[config.mk]
export PLATFORM = sky130hd
export DESIGN_NAME = codon_stream_histogram
export DESIGN_NICKNAME = d
export VERILOG_FILES = /design/src/rtl/codon_pkg.sv /design/src/rtl/codon_match_counter.sv /design/src/rtl/codon_stream_histogram.sv
export SDC_FILE = /design/constraint.sdc
export NUM_CORES = 1
export LEC_CHECK = 0
export ABC_AREA = 1
export BUFFER_PORTS_ARGS = -buffer_cell sky130_fd_sc_hd__buf_2
export CORE_ASPECT_RATIO = 0.8
export CORE_MARGIN = 2
export CORE_UTILIZATION = 55
export CTS_CLUSTER_DIAMETER = 80
export DETAILED_ROUTE_END_ITERATION = 10
export GPL_TIMING_DRIVEN = 0
export HOLD_SLACK_MARGIN = 0.05
export PLACE_DENSITY = 0.87
export SLEW_MARGIN = 20
export SYNTH_ARGS = -nofsm -noshare
export SYNTH_HDL_FRONTEND = slang
export SYNTH_SLANG_ARGS = --single-unit
[constraint.sdc]
create_clock -name clock -period 1.9 [get_ports clock]
set_input_delay 0.19 -clock clock [delete_from_list [all_inputs] [get_ports clock]]
set_output_delay 0.19 -clock clock [all_outputs]
set_load 0.01 [all_outputs]
[src/rtl/codon_pkg.sv]
// -----------------------------------------------------------------------------
// codon_pkg
// Shared types and constants for the codon stream histogram.
//   base_t   : 2-bit nucleotide encoding A=00 C=01 G=10 T=11
//   codon_t  : three bases packed, first base in [5:4]
//   state_t  : run-control FSM states
//   CODON_ATG: start codon, handy default target
// -----------------------------------------------------------------------------
package codon_pkg;

    typedef enum logic [1:0] {
        BASE_A = 2'b00,
        BASE_C = 2'b01,
        BASE_G = 2'b10,
        BASE_T = 2'b11
    } base_t;

    typedef logic [5:0] codon_t;

    typedef enum logic [1:0] {
        IDLE = 2'd0,
        RUN  = 2'd1,
        DONE = 2'd2
    } state_t;

    localparam codon_t CODON_ATG = 6'b00_11_10;

endpackage

[src/rtl/codon_match_counter.sv]
// -----------------------------------------------------------------------------
// codon_match_counter
// One target slot: compares the completed codon against its pattern and keeps a
// saturating occurrence count with a sticky overflow flag.
//   clock, reset : system clock, async active-high reset
//   pattern      : target codon for this slot
//   enable       : slot has been written; disabled slots never count
//   strobe       : a codon completed this cycle
//   codon        : the completed codon
//   clear        : synchronous clear of count and overflow (start of a run)
//   count        : registered occurrence count
//   overflow     : set when an increment is attempted at the maximum count
// -----------------------------------------------------------------------------
module codon_match_counter
    import codon_pkg::*;
#(
    parameter int COUNT_W = 4
) (
    input  logic               clock,
    input  logic               reset,
    input  codon_t             pattern,
    input  logic               enable,
    input  logic               strobe,
    input  codon_t             codon,
    input  logic               clear,
    output logic [COUNT_W-1:0] count,
    output logic               overflow
);

    localparam logic [COUNT_W-1:0] CNT_MAX = '1;

    logic [COUNT_W-1:0] count_q, count_d;
    logic               ovf_q, ovf_d;
    logic               hit;

    assign hit = strobe && enable && (codon == pattern);

    always_comb begin
        count_d = count_q;
        ovf_d   = ovf_q;
        if (clear) begin
            count_d = '0;
            ovf_d   = 1'b0;
        end else if (hit) begin
            // At the ceiling the count holds and the miss is recorded instead.
            if (count_q == CNT_MAX) ovf_d = 1'b1;
            else                    count_d = count_q + COUNT_W'(1);
        end
    end

    always_ff @(posedge clock or posedge reset) begin
        if (reset) begin
            count_q <= '0;
            ovf_q   <= 1'b0;
        end else begin
            count_q <= count_d;
            ovf_q   <= ovf_d;
        end
    end

    assign count    = count_q;
    assign overflow = ovf_q;

endmodule

[src/rtl/codon_stream_histogram.sv]
// -----------------------------------------------------------------------------
// codon_stream_histogram
// Assembles a nucleotide stream into codons (framed or sliding window) and
// counts occurrences of up to NUM_PATTERNS programmable target codons.
//   clock, reset  : system clock, async active-high reset
//   start         : begin a run, clears counts (IDLE/DONE only)
//   overlap_mode  : 0 framed, 1 sliding window; latched at start
//   base_valid/base/base_last, base_ready : input stream.
//     Handshake: a beat transfers on a rising edge where base_valid and
//     base_ready are both 1; base_ready is 1 exactly while in RUN and does not
//     depend on base_valid. base/base_last are ignored when not transferred.
//   pattern_we/pattern_idx/pattern_data : program a target slot (not while busy)
//   query_idx/query_count : combinational read of one slot's count
//   busy, done    : run status
//   overflow      : sticky per-slot saturation flags
//   state_dbg     : current FSM state, for observation
// -----------------------------------------------------------------------------
module codon_stream_histogram
    import codon_pkg::*;
#(
    parameter  int NUM_PATTERNS = 5,
    parameter  int COUNT_W      = 4,
    localparam int IDX_W        = (NUM_PATTERNS > 1) ? $clog2(NUM_PATTERNS) : 1
) (
    input  logic                    clock,
    input  logic                    reset,
    input  logic                    start,
    input  logic                    overlap_mode,
    input  logic                    base_valid,
    input  logic [1:0]              base,
    input  logic                    base_last,
    output logic                    base_ready,
    input  logic                    pattern_we,
    input  logic [IDX_W-1:0]        pattern_idx,
    input  logic [5:0]              pattern_data,
    input  logic [IDX_W-1:0]        query_idx,
    output logic [COUNT_W-1:0]      query_count,
    output logic                    busy,
    output logic                    done,
    output logic [NUM_PATTERNS-1:0] overflow,
    output state_t                  state_dbg
);

    state_t                  state_q, state_d;
    logic                    start_run;
    logic                    accept;
    logic                    complete;
    codon_t                  cur_codon;

    logic                    mode_q;
    logic [3:0]              win_q;     // last two accepted bases
    logic [1:0]              fill_q;    // bases seen this run, saturates at 2
    logic [1:0]              phase_q;   // position within a framed codon

    codon_t                  pat_q [NUM_PATTERNS];
    logic [NUM_PATTERNS-1:0] en_q;
    logic [COUNT_W-1:0]      counts [NUM_PATTERNS];

    // ---------------- FSM ----------------
    always_comb begin
        state_d    = state_q;
        base_ready = 1'b0;
        busy       = 1'b0;
        done       = 1'b0;
        start_run  = 1'b0;
        case (state_q)
            IDLE: begin
                if (start) begin
                    state_d   = RUN;
                    start_run = 1'b1;
                end
            end
            RUN: begin
                base_ready = 1'b1;
                busy       = 1'b1;
                if (base_valid && base_last) state_d = DONE;
            end
            DONE: begin
                done = 1'b1;
                if (start) begin
                    state_d   = RUN;
                    start_run = 1'b1;
                end
            end
            default: state_d = IDLE;
        endcase
    end

    always_ff @(posedge clock or posedge reset) begin
        if (reset) state_q <= IDLE;
        else       state_q <= state_d;
    end

    assign state_dbg = state_q;

    // ---------------- window / phase ----------------
    assign accept    = base_valid && base_ready;
    assign cur_codon = {win_q, base};
    assign complete  = accept && (mode_q ? (fill_q == 2'd2) : (phase_q == 2'd2));

    always_ff @(posedge clock or posedge reset) begin
        if (reset) begin
            mode_q  <= 1'b0;
            win_q   <= '0;
            fill_q  <= '0;
            phase_q <= '0;
        end else if (start_run) begin
            mode_q  <= overlap_mode;
            win_q   <= '0;
            fill_q  <= '0;
            phase_q <= '0;
        end else if (accept) begin
            win_q   <= {win_q[1:0], base};
            if (fill_q != 2'd2) fill_q <= fill_q + 2'd1;
            phase_q <= (phase_q == 2'd2) ? 2'd0 : phase_q + 2'd1;
        end
    end

    // ---------------- pattern slots ----------------
    // Loop compare keeps out-of-range pattern_idx values harmless.
    always_ff @(posedge clock or posedge reset) begin
        if (reset) begin
            for (int i = 0; i < NUM_PATTERNS; i++) pat_q[i] <= '0;
            en_q <= '0;
        end else if (pattern_we && !busy) begin
            for (int i = 0; i < NUM_PATTERNS; i++) begin
                if (pattern_idx == IDX_W'(i)) begin
                    pat_q[i] <= pattern_data;
                    en_q[i]  <= 1'b1;
                end
            end
        end
    end

    for (genvar g = 0; g < NUM_PATTERNS; g++) begin : g_slot
        codon_match_counter #(.COUNT_W(COUNT_W)) u_cnt (
            .clock    (clock),
            .reset    (reset),
            .pattern  (pat_q[g]),
            .enable   (en_q[g]),
            .strobe   (complete),
            .codon    (cur_codon),
            .clear    (start_run),
            .count    (counts[g]),
            .overflow (overflow[g])
        );
    end

    // ---------------- query mux ----------------
    always_comb begin
        query_count = '0;
        for (int i = 0; i < NUM_PATTERNS; i++) begin
            if (query_idx == IDX_W'(i)) query_count = counts[i];
        end
    end

endmodule
Word-level counts from Yosys, hierarchy flattened
Cells that the tools add are included.

word-level totals
  bits in registers = 71
  input port bits = 21
  word-level logic and storage cells = 161

cells by class
  add/sub/neg operators = 7
  equal/unequal tests = 30
  muxes and demuxes = 51
  reductions and logical operators = 48

operators by type and width
  operator             count
  $mux 4               22
  $reduce_and 2->1     17
  $eq 6x6->1           5
  $reduce_bool 2->1    12
  $add 4x1->4 const B  5
  $eq 4x4->1 const B   5
  $mux 1               20
  $mux 2               8
  $logic_and 1x1->1    14
  $eq 3x2->1 const B   4
  $ne 2x2->1 const B   6
  $eq 2x2->1 const B   3
  $eq 3x1->1 const B   2
  $eq 3x3->1 const B   2
  $logic_not 3->1      2
  $add 2x1->2 const B  2
  $ne 2x1->1 const B   2
  $pmux 2 s2           1
  $eq 2x1->1 const B   1
  $logic_not 2->1      1
  $reduce_or 2->1      1
  $logic_not 1->1      1

Depth between registers and ports, before layout
Gate-level depths: netlist of run 1.

  word-level depth = 8
  mapped depth = 12

Cells and area by module
From an unflattened synthesis of run 1, not the netlist that was laid out.

unflattened totals
  cells, all modules = 652
  area total of the unflattened synthesis = 4603.2 um^2

by module, submodules not included
  module                  instances  cells each  area an instance (um^2)  seq. area each (um^2)
  codon_match_counter     5          83          498.0                    125.1
  codon_stream_histogram  1          237         2113.3                   1151.1

Worst setup path after synthesis of run 1
Ideal clock, no wire load.

  path type = reg2reg
  from = reg state_q[0] (netlist: state_dbg[0])
  to = reg g_slot[1].u_cnt.count_q[1]
  data arrival time = 1357 ps
  required time = 1783 ps
  setup slack = 427 ps
  stages on the path, launching flop included = 8
  path buffers = 1
  period minus slack after synthesis = 1473 ps
  cell sequence = dfrtp_1 nor2_2 clkinv_1 clkbuf_1 nand2_1 nand2_1 nand2_1 nand2_1

on the way
  longest elaborated chain between the ends = 8
  elaborated cells between the ends (all ways) = 14
  those cells by class = 3 x eq/ne; 3 x mux; 8 x reduce/logical

ends and longest elaborated chain
  what                                line                          source
  start, declared                     codon_stream_histogram.sv:44  state_t state_q, state_d;
  start signal, assigned              codon_stream_histogram.sv:91  else state_q <= state_d;
  $eq 2x1->1                          codon_stream_histogram.sv:66  case (state_q)
  $mux 1                              codon_stream_histogram.sv:66
  $logic_and 1x1->1                   codon_stream_histogram.sv:97  assign accept = base_valid && base_ready;
  $logic_and 1x1->1                   codon_stream_histogram.sv:99  assign complete = accept && (mode_q ? (fill_q == 2'd2) : (phase_q == 2'd2));
  $logic_and 1x1->1 (2 in series)     codon_match_counter.sv:36     assign hit = strobe && enable && (codon == pattern);
  $reduce_bool 2->1 (no source line)  -
  $reduce_and 2->1 (no source line)   -
  end signal, assigned                codon_match_counter.sv:56     count_q <= count_d;
  end, declared                       codon_match_counter.sv:32     logic [COUNT_W-1:0] count_q, count_d;

Parallel ways exist; a longest one is shown, timed or not.
A chain may end at the register's enable or synchronous reset.

Worst setup path in the final report of run 1
  from = reg win_q[1]
  to = reg g_slot[0].u_cnt.count_q[2]

on the way
  longest elaborated chain between the ends = 4

ends and longest elaborated chain
  what                                line                           source
  start, declared                     codon_stream_histogram.sv:51   logic [3:0] win_q;
  start signal, assigned              codon_stream_histogram.sv:113  win_q <= {win_q[1:0], base};
  $eq 6x6->1                          codon_match_counter.sv:36
  $logic_and 1x1->1                   codon_match_counter.sv:36
  $reduce_bool 2->1 (no source line)  -
  $reduce_and 2->1 (no source line)   -
  end signal, assigned                codon_match_counter.sv:56
  end, declared                       codon_match_counter.sv:32

No other way between the ends.

==> results.yml, run 1 <==
outcome:
  status: "finished clean"
power:
  p_seq_share_pct: 39.7
  p_int_mw: 3.486
  clockPowerShare_pct: 16.5
  leakagePower_nw: 2.739
  ir_worst_vdd_mv: 0.7706
  combinationalPowerShare_pct: 43.8
  p_sw_mw: 2.857
  switching_share_pct: 45.05
  p_per_area_nw_per_um2: 1295
  p_total_mw: 6.343
yosys:
  yosys_warnings: 0
  synthCells: 660
  synth.area.top_cells: "dfrtp_1 (41%), nand2_1 (21%), inv_1 (9.7%)"
  yosysMostFrequentCell: "nand2_1"
  synth.avg_cell_area_um2: 6.603
  synth_top_area_share_pct: 40.77
  synthFlopType: "dfrtp_1"
  syn_nets: 687
  synth_common_cells: "nand2_1 (243), inv_1 (113), dfrtp_1 (71)"
  ys_types: 22
  synth_top_cell_by_area: "dfrtp_1"
  async_flop_share_pct: 100.0
  synth_area_um2: 4358
  synth-seq-cells: 71
  yosysSeqAreaShare_pct: 40.77
  synth_edf_count: 0
critical_path:
  crit_buf_inv: 2
  path_max_fanout: 7
  critical-path-top-delay-family: "simple AND/OR/NAND/NOR gates"
  worstPathCellList: "inv_2 > nand2_1 > nand2_1 > nor2_1 > nand2_1 > nor2_2 > nand3_1 > nand2_1 > inv_1 > nor2_1"
  cp-start-kind: "flip-flop"
  crit_top_cell: "nand2_1"
  worst-setup-path-type: "reg -> reg"
  r2r-start: "win_q[1]$_DFFE_PP0P_"
  slowest_delay_ps: 560
  slowest_stage: "dfrtp_1"
  crit_path_end_kind: "flip-flop"
  cp.arrival_ps: 2020
  cp.required_ps: 2180
  startpoint: "win_q[1]$_DFFE_PP0P_"
floorplanning:
  die_area_um2: 8656
  start_util_pct: 55.86
  fp.dieH_um: 83.62
  core_area_um2: 7801
  top_level_ports: 35
  rows: 29
  die_x_um: 103.5
sta:
  slew_viol_final: 0
  finalSetupTns_ps: 0
  hold_slack_ps: 103.1
  worst_pin_slew_ps: 549.9
  max_freq_ghz: 0.5760
  setup_violations: 0
  hold_viol_final: 0
  period_share_pct: 91.38
  relSlewSlack_pct: 63.34
  rsz0062_at_grt: "no"
  layout_min_cycle_time_ps: 1736
  clock-skew-final_ps: 10.13
global_route:
  antenna_found_initial: 0
  grt_pass1_vias: 4194
  grt_max_degree: 31
  grt_usage_pct: 26.59
  grt_pass1_wl_um: 18470
  overflow: 0
worst_hold_path:
  min_path_type: "in -> reg"
  hold_path.startpoint: "base_last"
routing:
  viasPerCell: 5.257
  drtIter0Drc: 366
  ant_nets: 0
  drc: 0
  drt_wl_total_um: 10660
  vias: 4316
  wire_per_inst_um: 12.98
  first_pass_iters: 6
clock_network:
  clk_pin_slew_worst_paths_ps: 80
  clk_latency_ps: 360
  numClockSinks: 71
  clock_path_buffers: 2
  cts-buffers-inserted: 9
  cts_tree: "yes"
  cts.htree.levels: 3
  root_buffer: "clkbuf_8"
layout:
  diodes: 0
  num-fill-cells: 661
  syn_to_final_growth_pct: 12.43
  nets: 735
  drive_gt1_share_pct: 12.06
place:
  routabilityCongestion: 0.9753
  portBuffers: 33
  dp_hpwl_um: 7822
run:
  drv_cap: 0
==> placed cells by master (no fill, tap or decap) <==
master,netlist,final
nand2_1,243,243
inv_1,113,112
dfrtp_1,71,70
nor2_1,56,56
o21ai_0,46,46
buf_2,9,41
nand3_1,39,39
nand4_1,16,16
a21oi_1,13,13
clkbuf_8,0,9
buf_4,8,8
o22ai_1,7,7
ha_1,6,6
inv_2,5,5
clkinvlp_4,0,5
nor2_2,6,5
xnor2_1,5,5
xor2_1,5,5
clkbuf_1,3,4
nor2_4,2,3
nor3_1,3,3
clkinv_2,0,3
nand2_2,2,2
dlygate4sd3_1,0,2
buf_12,0,2
buf_6,1,1
clkbuf_4,0,1
dfrtp_2,0,1
==> power groups by stage <==
stage	Clock, mW	Sequential [mW]	Combinational (mW)
finish	1.05	2.52	2.78
global route	1.13	2.58	3.23
floorplan	0	2.38	2.13
global placement	0	2.50	2.60
CTS	1.06	2.49	2.75
detailed placement	0	2.52	2.72
==> sequential cells by signal, indices dropped and copies added (netlist names) <==
register / flops
state_dbg: 2
en_q: 5
g_slot.u_cnt.overflow: 5
win_q: 4
phase_q: 2
g_slot.u_cnt.count: 20
fill_q: 2
mode_q: 1
pat_q: 30
==> routing by layer <==
metal,up-vias,global-route usage (%),part of all wire [%]
met5,-,0,0
met3,34,4.918,7.4
li1,2109,-,-
met2,174,42.93,47
met1,1999,34.82,43
met4,0,12.90,2.7
==> path summary, 6_finish.rpt <==
| path | endpoint | slack [ps] | cells after the start |
|---|---|---|---|
| min | state_dbg[1]$_DFFE_PP0P_ | 100 | 3 |
| min in group asynchronous | en_q[1]$_DFFE_PP0P_ | 370 | 3 |
| max reg2reg | g_slot[0].u_cnt.count[2]$_DFFE_PP0P_ | 160 | 10 |
| max | g_slot[0].u_cnt.count[2]$_DFFE_PP0P_ | 160 | 10 |
| min reg2reg | en_q[0]$_DFFE_PP0P_ | 480 | 2 |
| max in group asynchronous | win_q[3]$_DFFE_PP0P_ | 840 | 5 |
==> worst reg2reg max path, stage by stage, from the launching register on <==
cell	delay, ps
dfrtp_1	560
inv_2	150
nand2_1	120
nand2_1	60
nor2_1	90
nand2_1	60
nor2_2	200
nand3_1	160
nand2_1	110
inv_1	50
nor2_1	90
==> final cells by class <==
cell class	count	area, µm²	area share (%)
Multi-Input combinational cell	449	2012	41.06
Timing Repair Buffer	37	225.2	4.597
Buffer	21	130.1	2.656
Sequential cell	71	1778	36.29
Clock buffer	10	127.6	2.605
Tap cell	108	135.1	2.758
Inverter	119	454.2	9.270
Clock inverter	6	37.54	0.7661
==> kinds of logic (layout without fill, tap and decap cells) <==
kind of cell | Yosys count | in the layout | share of synthesized area [%]
and+or+nand+nor | 367 | 367 | 34.54
xor gates and xnor gates | 10 | 10 | 2.010
DFF | 71 | 71 | 40.77
adders and majority gates | 6 | 6 | 1.723
AOI/OAI and AO/OA | 66 | 66 | 7.781
buffers and inverters | 140 | 193 | 13.18
==> timing repair <==
| action | 4_1_cts | 5_1_grt |
|---|---|---|
| endpoints found under the setup margin | 0 | 20 |
| resized for setup | 0 | 4 |
| buffers inserted | 0 | 0 |
| hold buffers | 2 | 0 |
| hold endpoints to repair | 17 | 0 |
==> per-stage QoR <==
step | cells | util (%) | setup slack [ps] | area (µm²)
finish | 821 | 62.81 | 163.8 | 4900
global route | 821 | 62.81 | 4.042 | 4900
CTS | 821 | 62.65 | 13.08 | 4887
detailed placement | 803 | 60.27 | 39.08 | 4702
global placement | 801 | 59.76 | 55.58 | 4662
floorplan | 660 | - | 426.5 | 4362
No activity file was read; power rests on OpenSTA's default activity.
==> run 2: changes to the inputs <==
Settings changed: CORE_UTILIZATION 55 to 30, PLACE_DENSITY 0.87 to 0.56.
Clock period 1.9 ns to 1.95 ns, I/O delays scaled along.
==> results.yml, run 2 (synthesized netlist as in run 1, its figures left out) <==
sta:
  hold_slack_ps: 139.7
  slew_viol_final: 0
  setup_violations: 0
  relSlewSlack_pct: 63.15
  finalSetupTns_ps: 0
  rsz0062_at_grt: "no"
  layout_min_cycle_time_ps: 1770
  clock-skew-final_ps: 3.765
  hold_viol_final: 0
  period_share_pct: 90.75
  worst_pin_slew_ps: 552.8
  max_freq_ghz: 0.5651
clock_network:
  numClockSinks: 71
  clk_latency_ps: 340
  cts-buffers-inserted: 9
  root_buffer: "clkbuf_16"
  cts.htree.levels: 3
  post_cts_buffers: 0
  clock_path_buffers: 2
  cts_tree: "yes"
  clk_pin_slew_worst_paths_ps: 60
global_route:
  grt_usage_pct: 15.51
  antenna_found_initial: 0
  overflow: 0
  grt_max_degree: 28
  grt_pass1_vias: 3718
  grt_pass1_wl_um: 19000
critical_path:
  slowest_delay_ps: 440
  cp.required_ps: 2180
  worst-setup-path-type: "reg -> reg"
  worstPathCellList: "nand2_2 > nor2_4 > nand2_2 > nor2_4 > buf_2 > nand4_1 > nand2_1 > nor2_1"
  cp.arrival_ps: 2000
  r2r_cells: 8
  crit_path_end_kind: "flip-flop"
  cp-start-kind: "flip-flop"
  slowest_stage: "dfrtp_1"
  path_max_fanout: 10
floorplanning:
  die_area_um2: 15510
  start_util_pct: 30.58
  die_x_um: 138.8
  rows: 39
  top_level_ports: 35
  fp.dieH_um: 111.8
  core_area_um2: 14250
routing:
  drt_wl_total_um: 11330
  ant_nets: 0
  wire_per_inst_um: 12.63
  drtIter0Drc: 297
  first_pass_iters: 5
  vias: 3982
  viasPerCell: 4.439
  drc: 0
layout:
  syn_to_final_growth_pct: 17.94
  largest_reg_flops: 30
  nets: 735
  num-fill-cells: 1580
  final_common_cell: "nand2_1"
  layout_common_cells: "nand2_1 (243), inv_1 (112), dfrtp_1 (70)"
  drive_gt1_share_pct: 12.20
  multi_input_area_um2: 2014
  regMostFlops: "pat_q"
  diodes: 0
  seq_area_um2: 1778
power:
  p_total_mw: 6.850
  combinationalPowerShare_pct: 39.1
  switching_share_pct: 41.08
  ir_worst_vdd_mv: 0.6251
  p_per_area_nw_per_um2: 1333
  p_sw_mw: 2.814
  p_int_mw: 4.036
  leakagePower_nw: 2.817
  p_seq_share_pct: 36.0
  clockPowerShare_pct: 24.9
outcome:
  status: "finished clean"
place:
  portBuffers: 33
  dp_hpwl_um: 8521
  routabilityCongestion: 0.8678
worst_hold_path:
  min_path_type: "in -> reg"
  whs_path_depth: 3
run:
  drv_cap: 0
## run 2: final timing paths
kind / from / slack, ps / endpoint
min reg2reg: en_q[4]$_DFFE_PP0P_ / 470 / en_q[4]$_DFFE_PP0P_
max in group asynchronous: reset / 770 / win_q[3]$_DFFE_PP0P_
min in group asynchronous: reset / 470 / en_q[1]$_DFFE_PP0P_
max reg2reg: state_dbg[0]$_DFFE_PP0P_ / 180 / g_slot[0].u_cnt.count[2]$_DFFE_PP0P_
min: base_last / 140 / state_dbg[1]$_DFFE_PP0P_
max: state_dbg[0]$_DFFE_PP0P_ / 180 / g_slot[0].u_cnt.count[2]$_DFFE_PP0P_
## run 2: worst max-delay path, delay by kind of cell, from the launching register on
| family | cells | cell delay, ps |
|---|---|---|
| simple gates | 7 | 900 |
| flops | 1 | 440 |
| buf+inv | 1 | 320 |
## run 2: power by group through the flow
| stage | Clock, mW | Sequential (mW) | Combinational (mW) |
|---|---|---|---|
| floorplan | 0 | 2.32 | 2.08 |
| global placement | 0 | 2.47 | 2.63 |
| detailed placement | 0 | 2.47 | 2.67 |
| CTS | 1.75 | 2.46 | 2.68 |
| global route | 1.82 | 2.54 | 3.16 |
| finish | 1.71 | 2.46 | 2.68 |
## run 2: through the flow
step	worst slack [ps]	instance area [µm²]	utilization (%)	std cells
6_report	180.4	5140	36.07	897
5_1_grt	22.51	5140	36.07	897
4_1_cts	18.18	5132	36.02	897
3_5_place_dp	-24.87	4797	33.67	879
3_3_place_gp	-76.08	4757	33.39	877
2_1_floorplan	476.5	4362	-	660
## run 2: what timing repair did
action,CTS,global route
hold buffers,2,0
hold endpoints to repair,21,0
endpoints found under the setup margin,5,27
resized for setup,1,3
## run 2: final cells by class
class	instances	area share (%)
sequential	71	34.59
clock buffer	13	5.258
timing repair buffer	37	4.382
inverter	119	8.836
clock inverter	3	0.7790
tap	184	4.479
multi-input combinational	449	39.19
buffer	21	2.483
## run 2: layer usage
metal	wire, µm	part of all wire [%]	up-vias	GRT usage [%]
li1	-	-	2116	-
met1	5975	53	1775	22.53
met2	4780	42	79	23.43
met3	480	4.2	12	4.129
met4	95	0.84	0	3.030
met5	0	0	-	0
